==> src/rtl/seg7_pkg.sv <==
// seg7_pkg
// Shared constants for the 7-segment MMIO display slice.
//   SEG_W      : width of one segment pattern (gfedcba).
//   SEG_BLANK  : all segments off (active low).
//   HEX_SEG    : active-low pattern for each hex nibble 0..F.
package seg7_pkg;

  localparam int SEG_W = 7;

  localparam logic [SEG_W-1:0] SEG_BLANK = 7'h7F;

  // Index is the nibble value; bit 0 is segment a, bit 6 is segment g.
  localparam logic [SEG_W-1:0] HEX_SEG [0:15] = '{
    7'h40, 7'h79, 7'h24, 7'h30,
    7'h19, 7'h12, 7'h02, 7'h78,
    7'h00, 7'h10, 7'h08, 7'h03,
    7'h46, 7'h21, 7'h06, 7'h0E
  };

endpackage

==> src/rtl/hex_to_seg7.sv <==
// hex_to_seg7
// Combinational hex-nibble to active-low 7-segment decoder.
// Ports:
//   i_nib : 4-bit nibble to display.
//   o_seg : active-low segment pattern, o_seg[0]=a .. o_seg[6]=g.
module hex_to_seg7
  import seg7_pkg::*;
(
  input  logic [3:0]       i_nib,
  output logic [SEG_W-1:0] o_seg
);

  assign o_seg = HEX_SEG[i_nib];

endmodule

==> src/rtl/seg7_mmio_display.sv <==
// seg7_mmio_display
// Latches words written to the display MMIO address and shows them as hex
// on a multiplexed, active-low 7-segment display, one digit at a time.
// Parameters:
//   DATA_WIDTH  : MMIO word width.
//   DIGITS      : number of digits, 1 <= DIGITS <= DATA_WIDTH/4.
//   REFRESH_DIV : cycles each digit stays enabled, >= 2.
//   BLANK_LZ    : 1 = blank leading zero digits (digit 0 always shown).
// Ports:
//   clk         : system clock, rising edge.
//   rst         : asynchronous active-high reset.
//   mmio_data   : word written by the CPU.
//   mmio_we     : one-cycle write strobe.
//   seg_n       : active-low segments, seg_n[0]=a .. seg_n[6]=g.
//   dp_n        : active-low decimal point, always off.
//   an_n        : active-low digit enables, one-hot-low while scanning.
//   shown_value : currently latched word.
module seg7_mmio_display
  import seg7_pkg::*;
#(
  parameter int DATA_WIDTH  = 32,
  parameter int DIGITS      = 8,
  parameter int REFRESH_DIV = 50000,
  parameter int BLANK_LZ    = 0
) (
  input  logic                  clk,
  input  logic                  rst,
  input  logic [DATA_WIDTH-1:0] mmio_data,
  input  logic                  mmio_we,
  output logic [SEG_W-1:0]      seg_n,
  output logic                  dp_n,
  output logic [DIGITS-1:0]     an_n,
  output logic [DATA_WIDTH-1:0] shown_value
);

  localparam int IDX_W   = (DIGITS > 1) ? $clog2(DIGITS) : 1;
  localparam int PRESC_W = $clog2(REFRESH_DIV);

  logic [DATA_WIDTH-1:0] r_value;
  logic [PRESC_W-1:0]    r_presc;
  logic [IDX_W-1:0]      r_idx;
  logic [SEG_W-1:0]      r_seg;
  logic [DIGITS-1:0]     r_an;
  logic                  r_dp;

  logic                  w_prescWrap;
  logic [3:0]            w_nib;
  logic                  w_blank;
  logic [SEG_W-1:0]      w_seg;

  assign w_prescWrap = (r_presc == PRESC_W'(REFRESH_DIV - 1));

  // Value register; with a held strobe the last cycle's word wins.
  always_ff @(posedge clk or posedge rst) begin
    if (rst) begin
      r_value <= '0;
    end else if (mmio_we) begin
      r_value <= mmio_data;
    end
  end

  // Prescaler and digit index; the index advances on the prescaler wrap.
  always_ff @(posedge clk or posedge rst) begin
    if (rst) begin
      r_presc <= '0;
      r_idx   <= '0;
    end else if (w_prescWrap) begin
      r_presc <= '0;
      r_idx   <= (r_idx == IDX_W'(DIGITS - 1)) ? '0 : r_idx + 1'b1;
    end else begin
      r_presc <= r_presc + 1'b1;
    end
  end

  // Nibble mux and leading-zero detection. Walking from the top digit down,
  // zeroRun stays set while every nibble from the top through digit i is
  // zero, which is exactly the blanking condition for digit i.
  always_comb begin
    logic zeroRun;
    zeroRun = 1'b1;
    w_nib   = 4'h0;
    w_blank = 1'b0;
    for (int i = DIGITS - 1; i >= 0; i--) begin
      zeroRun = zeroRun & (r_value[4*i +: 4] == 4'h0);
      if (r_idx == IDX_W'(i)) begin
        w_nib   = r_value[4*i +: 4];
        w_blank = (BLANK_LZ != 0) && (i > 0) && zeroRun;
      end
    end
  end

  hex_to_seg7 u_hexToSeg7 (
    .i_nib (w_nib),
    .o_seg (w_seg)
  );

  // Output stage: registered from the current index and value, so a write
  // or digit advance shows up one edge later.
  always_ff @(posedge clk or posedge rst) begin
    if (rst) begin
      r_an  <= '1;
      r_seg <= SEG_BLANK;
      r_dp  <= 1'b1;
    end else begin
      r_an  <= ~(DIGITS'(1) << r_idx);
      r_seg <= w_blank ? SEG_BLANK : w_seg;
      r_dp  <= 1'b1;
    end
  end

  assign an_n        = r_an;
  assign seg_n       = r_seg;
  assign dp_n        = r_dp;
  assign shown_value = r_value;

endmodule

==> config.mk <==
export PLATFORM = sky130hd
export DESIGN_NAME = seg7_mmio_display
export DESIGN_NICKNAME = d
export VERILOG_FILES = /design/src/rtl/seg7_pkg.sv /design/src/rtl/hex_to_seg7.sv /design/src/rtl/seg7_mmio_display.sv
export SDC_FILE = /design/constraint.sdc
export NUM_CORES = 1
export LEC_CHECK = 0
export BUFFER_PORTS_ARGS = -buffer_cell sky130_fd_sc_hd__buf_2
export CORE_MARGIN = 5
export CORE_UTILIZATION = 30
export CTS_BUF_LIST = sky130_fd_sc_hd__clkbuf_4 sky130_fd_sc_hd__clkbuf_8
export DETAILED_ROUTE_END_ITERATION = 6
export GPL_ROUTABILITY_DRIVEN = 0
export HOLD_SLACK_MARGIN = 0.02
export PLACE_DENSITY = 0.47
export SYNTH_ARGS = -nofsm -noshare
export SYNTH_HDL_FRONTEND = slang
export SYNTH_SLANG_ARGS = --single-unit
export TNS_END_PERCENT = 20
==> constraint.sdc <==
create_clock -name clk -period 2.8 [get_ports clk]
set_input_delay 0.28 -clock clk [delete_from_list [all_inputs] [get_ports clk]]
set_output_delay 0.28 -clock clk [all_outputs]
set_load 0.01 [all_outputs]
---- Word-level counts from Yosys, hierarchy flattened ----
Memories as Yosys holds them, arrays and structs flattened. A register that Yosys moved wholly into a read port is not among the register bits.
Cells that the tools add are included.
cells by class
  add/sub/neg operators ................... 2
  multiply operators ...................... 0
  divide/modulo/power cells ............... 0
  order comparisons ....................... 0
  eq/ne operators ......................... 8
  shifts and indexed selects .............. 1
  multiplexer cells ....................... 10
  bitwise gates (word level) .............. 2
  reductions and logical operators ........ 1
operators by type and width
  kind                     count
  $mux W4                  8
  $add A16 B1 Y16 const B  1
  $eq A16 B16 Y1 const B   1
  $mux W16                 1
  $eq A3 B3 Y1 const B     4
  $not A8 Y8               1
  $shl A1 B3 Y8 const A    1
  $eq A3 B2 Y1 const B     2
  $not A4 Y5               1
  $add A3 B1 Y3 const B    1
  $eq A3 B1 Y1 const B     1
  $logic_not A3 Y1         1
  $mux W3                  1
word-level totals
  bits in registers ....................... 59
  latch bits .............................. 0
  memory bits (writable) .................. 0
  ROM bits ................................ 112
  bits of input ports ..................... 35
  output and inout bits ................... 48
  word-level logic and storage cells ...... 29
  memories ................................ 1
memory list
  memory           depth  bits a word  read ports  clocked after Yosys merged registers in  wr ports  RTL line           RTL
  (no name shown)  16     7            1           1                                        0         hex_to_seg7.sv:13  assign o_seg = HEX_SEG[i_nib];

---- Logic depth before layout (Yosys ltp) ----
  depth in word-level cells ............... 10
  depth in mapped cells ................... 13
  mapped depth without buffers ............ 11

---- By module ----
A second synthesis with hierarchy kept.
unflattened totals
  cells, all modules ...................... 275
  area, all modules ....................... 3,194.3 µm²
by module, submodules not included
  module             times used  cells an instance  area an instance (µm²)  seq. area each (µm²)
  seg7_mmio_display  1           242                2,920.3                 1,670.4
  hex_to_seg7        1           33                 274.0                   0.0

---- Least setup slack after synthesis ----
OpenSTA, ideal clock, no wires.
  path type ............................... register to register
  start point ............................. register r_idx[1]
  end point ............................... register r_seg[6] (netlist: seg_n[6])
  library setup time ...................... 79 ps
  arrival ................................. 2,415 ps
  required time ........................... 2,721 ps
  setup slack ............................. 305 ps
  stages on the path, launching flop included .. 13
  path buffers ............................ 2
  period minus slack after synthesis ...... 2,495 ps
  cell sequence ........................... dfrtp_1 > inv_1 > ha_1 > buf_4 > buf_2 > nor3b_1 > o311ai_1 > a222oi_1 > a21o_1 > inv_1 > ha_1 > mux2_2 > a22o_1
on the way
  word-level cells in the longest chain between the ends .. 10
  elaborated cells between the ends (all ways) .. 17
  classes of those cells .................. 7 x eq/ne; 8 x mux; 1 x bitwise; 1 x reduce/logical
ends and longest elaborated chain
  what                                RTL line                 RTL
  start, declared                     seg7_mmio_display.sv:41  logic [IDX_W-1:0] r_idx;
  start signal, assigned              seg7_mmio_display.sv:69  r_idx <= (r_idx == IDX_W'(DIGITS - 1)) ? '0 : r_idx + 1'b1;
  $eq A3 B3 Y1                        seg7_mmio_display.sv:85  if (r_idx == IDX_W'(i)) begin
  $mux W4 (7 in a row)                seg7_mmio_display.sv:85
  $mux W4 *                           seg7_mmio_display.sv:85
  $not A4 Y5 (implied by the code) *  hex_to_seg7.sv:13
  end, declared                       seg7_mmio_display.sv:42  logic [SEG_W-1:0] r_seg;
Every way passes the cells marked *; elsewhere a longest branch is shown, timed or not.
A chain may end at the register's enable or synchronous reset.

---- Final worst setup path ----
  start point ............................. register r_idx[0]
  end point ............................... register r_seg[6] (netlist: seg_n[6])
The elaborated chain is that of the path after synthesis.

==> run_results.csv <==
group,metric,value,unit
global_routing,grt_pass1_vias,2551,
yosys,synth_edf_count,0,
yosys,syn_area,3230,µm²
floorplanning,pin_count,83,
floorplanning,die-area,13000,µm²
timing,layout_setup_ws,0.239,ns
pwr,clock_power_share,0.357,
clocking,numCtsBuffers,9,
yosys,synth-compound-area-share,0.101,
pwr,pwr-share-comb,0.136,
floorplanning,fp.dieW,114,µm
yosys,synthArstFlopShare,1.00,
setup_path,reg2reg_depth,10,
yosys,yosys-top-cells-area,"dfrtp_1 (39%), dfstp_2 (12%), mux2_2 (10%)",
timing,fmax,390,MHz
routing,drcViolationCount,0,
setup_path,critPathLaunch,"r_idx[0]",
routing,drt_iter0_drc,92,
finish,drive_above_1_share,0.433,
routing,antenna_left,0,
finish,diodes,0,
yosys,syn_inst,281,
place,place_ws,0.260,ns
routing,drt-met1-wl,3.46,mm
yosys,synth.largest_area_cell,"dfrtp_1",
clocking,clockBufferDepth,2,
clocking,htreeDepth,3,
finish,layout_common_cells,"buf_2 (81), dfrtp_1 (51), mux2_2 (30), nand2_1 (27), dfstp_2 (15)",
clocking,worstSkewPairLatency,0.34,ns
routing,first_pass_iters,4,
setup_path,worst-path-max-fanout,4,
run,drv_cap,0,
yosys,synth-simple-area-share,0.122,
yosys,synth_ff_type,"dfrtp_1",
floorplanning,core,10700,µm²
yosys,synth_seq_area_share,0.517,
timing,finalMaxSlewViolations,0,
setup_path,crit_path_start_kind,"register",
setup_path,r2r_slack,0.24,ns
routing,wl_met3,450,µm
timing,tns,0,ns
global_routing,grt_pass1_wl,13.0,mm
setup_path,slowest_delay,0.38,ns
pwr,powerDensity,529,nW/µm²
pwr,p_int,1.58,mW
floorplanning,start_util,0.302,
yosys,synth_nets,330,
routing,vias,2404,
yosys,synth_top_area_frac,0.395,
setup_path,worstReg2RegStart,"r_idx[0]",
yosys,syn_avg_cell_area,11.5,µm²
place,dp_hpwl,5.65,mm
pwr,switching_share,0.256,
setup_path,cp-endpoint,"seg_n[6]",
finish,final_common_cell,"buf_2",
hold_path,min-delay-path-class,"in -> reg",
global_routing,grt_max_degree,67,
place,io_buffers,81,
timing,tightest_slew,0.775,ns
yosys,yosysWarnings,0,
floorplanning,num_rows,38,
global_routing,antenna_found_initial,0,
setup_path,path_cells,"inv_1 -> ha_1 -> o31ai_2 -> a21oi_1 -> a222oi_1 -> a21o_1 -> inv_1 -> ha_1 -> mux2_2 -> a22o_1",
clocking,cts_tree,"done",
routing,routed.top_layer,"met4",
finish,utilization,0.375,
pwr,p_switching,543,µW
outcome,status,"completed",
floorplanning,die_h,114,µm
setup_path,arrival,2.83,ns
yosys,synth_xor_area_frac,0.0379,
global_routing,gr-total-overflow,0,
global_routing,track_usage,0.127,
finish,layout.nets,418,
timing,rsz0062_at_grt,"no",
setup_path,crit_type,"reg -> reg",
yosys,synth_adder_area_share,0.0542,
yosys,synth_seq_cells,66,
pwr,leakage,1.88,nW
routing,via_per_inst,4.68,
timing,relSlewSlack,0.484,
setup_path,cpMaxStageDelayCell,"dfrtp_1",
setup_path,r2r-end,"seg_n[6]",
setup_path,cp-end-kind,"register",
finish,area_delta_synth_final,24.1,%
routing,routed-wl-met2,3.68,mm
timing,hold_viol,0,
pwr,peakVddDrop,311,µV
clocking,clk_pin_slew,0.07,ns
yosys,synth.area.mux_share,0.123,
pwr,p_seq_frac,0.507,
routing,post_drt_wl_per_cell,15.1,µm
timing,finalSetupViolations,0,
timing,min_period_over_period,0.915,
routing,wirelength,7.75,mm
yosys,synth_cell_types,50,
clocking,root_buffer,"clkbuf_8",
timing,fin_crit,2.56,ns
clocking,numClockSinks,66,
timing,fin_skew,0.00853,ns
setup_path,required,3.07,ns
yosys,synth_top_family_by_area,"multiplexers",
registers in the layout (all words and copies together) (netlist names):
| name | cells |
|---|---|
| r_presc | 16 |
| an_n | 8 |
| r_idx | 3 |
| shown_value | 32 |
| seg_n | 7 |
stage by stage:
stage	cell area (µm²)	std cells	hold WS (ns)	total power, mW
after global routing	4010	514	0.143	2.25
after CTS	4010	513	0.123	2.17
final	4010	514	0.141	2.12
after detailed placement	3800	496	0.386	1.39
after global placement	3800	496	0.383	1.39
after floorplan	3230	281	0.401	1.26
layer usage:
layer | vias to the layer above | track usage
met5 | - | 0
met4 | 0 | 0.0459
met3 | 17 | 0.0387
met2 | 62 | 0.208
met1 | 1169 | 0.159
li1 | 1156 | -
cells in the mapped netlist (2+ instances only):
library cell  instances
nor3_1                4
and4_1                2
ha_1                 14
nor2_1               11
xnor2_1               5
a21oi_1               9
dfstp_2              15
nand2_1              27
a22o_1                3
o2111ai_1             2
mux2_2               30
o21ai_0              11
buf_4                 2
nand2b_1              3
buf_2                 5
and3_1                4
nor2b_1               5
dfrtp_1              51
nand3b_1              2
nand3_1               9
mux2i_1               6
xor2_1                9
clkbuf_1              6
nor3b_1               3
inv_1                13
buf_6                 3
a211o_1               4
area by class of cell:
cell class	count	area, µm²
sequential	66	1670
clock buffer	14	180
timing repair buffer	93	510
multi-input combinational	186	1420
tap	140	175
clock inverter	2	10.0
fill	1102	6690
inverter	13	48.8
worst min-delay path by stage:
stage	to	startpoint	cells after the start	slack [ns]
4_1_cts	shown_value[6]	mmio_data[6]	3	0.12
2_1_floorplan	shown_value[10]	mmio_data[10]	2	0.40
3_3_place_gp	shown_value[6]	rst	3	0.38
6_report	shown_value[6]	mmio_data[6]	3	0.14
3_5_place_dp	shown_value[6]	rst	3	0.39
5_1_grt	shown_value[27]	mmio_data[27]	2	0.14
what timing repair did:
| item | in CTS | in global routing |
|---|---|---|
| setup endpoints to repair | 0 | 4 |
| gates resized for setup | 0 | 1 |
| endpoints found under the hold margin | 39 | 0 |
| hold buffers | 1 | 0 |
| buffers inserted | 0 | 1 |
power by group through the flow:
| stage | registers, mW | logic (mW) | clock network, mW |
|---|---|---|---|
| final | 1.08 | 0.289 | 0.757 |
| after global routing | 1.09 | 0.323 | 0.836 |
| after CTS | 1.08 | 0.294 | 0.799 |
| after detailed placement | 1.10 | 0.292 | 0 |
| after global placement | 1.10 | 0.290 | 0 |
| after floorplan | 1.11 | 0.142 | 0 |
kinds of logic after synthesis:
| group | Yosys count |
|---|---|
| adder cells (fa/ha/maj) | 14 |
| XOR/XNOR | 14 |
| other | 1 |
| flip-flops | 66 |
| AND/OR/NAND/NOR | 76 |
| buffers and inverters | 29 |
| AO/OA/AOI/OAI | 45 |
| multiplexers | 36 |
critical path, delay by kind of cell, from the launching register on:
family	cells	cell delay, ns
AO/OA/AOI/OAI	5	1.16
adder cells (fa/ha/maj)	2	0.51
buffers and inverters	2	0.18
flip-flops	1	0.38
multiplexers	1	0.27
(Power assumes the default switching activity.)
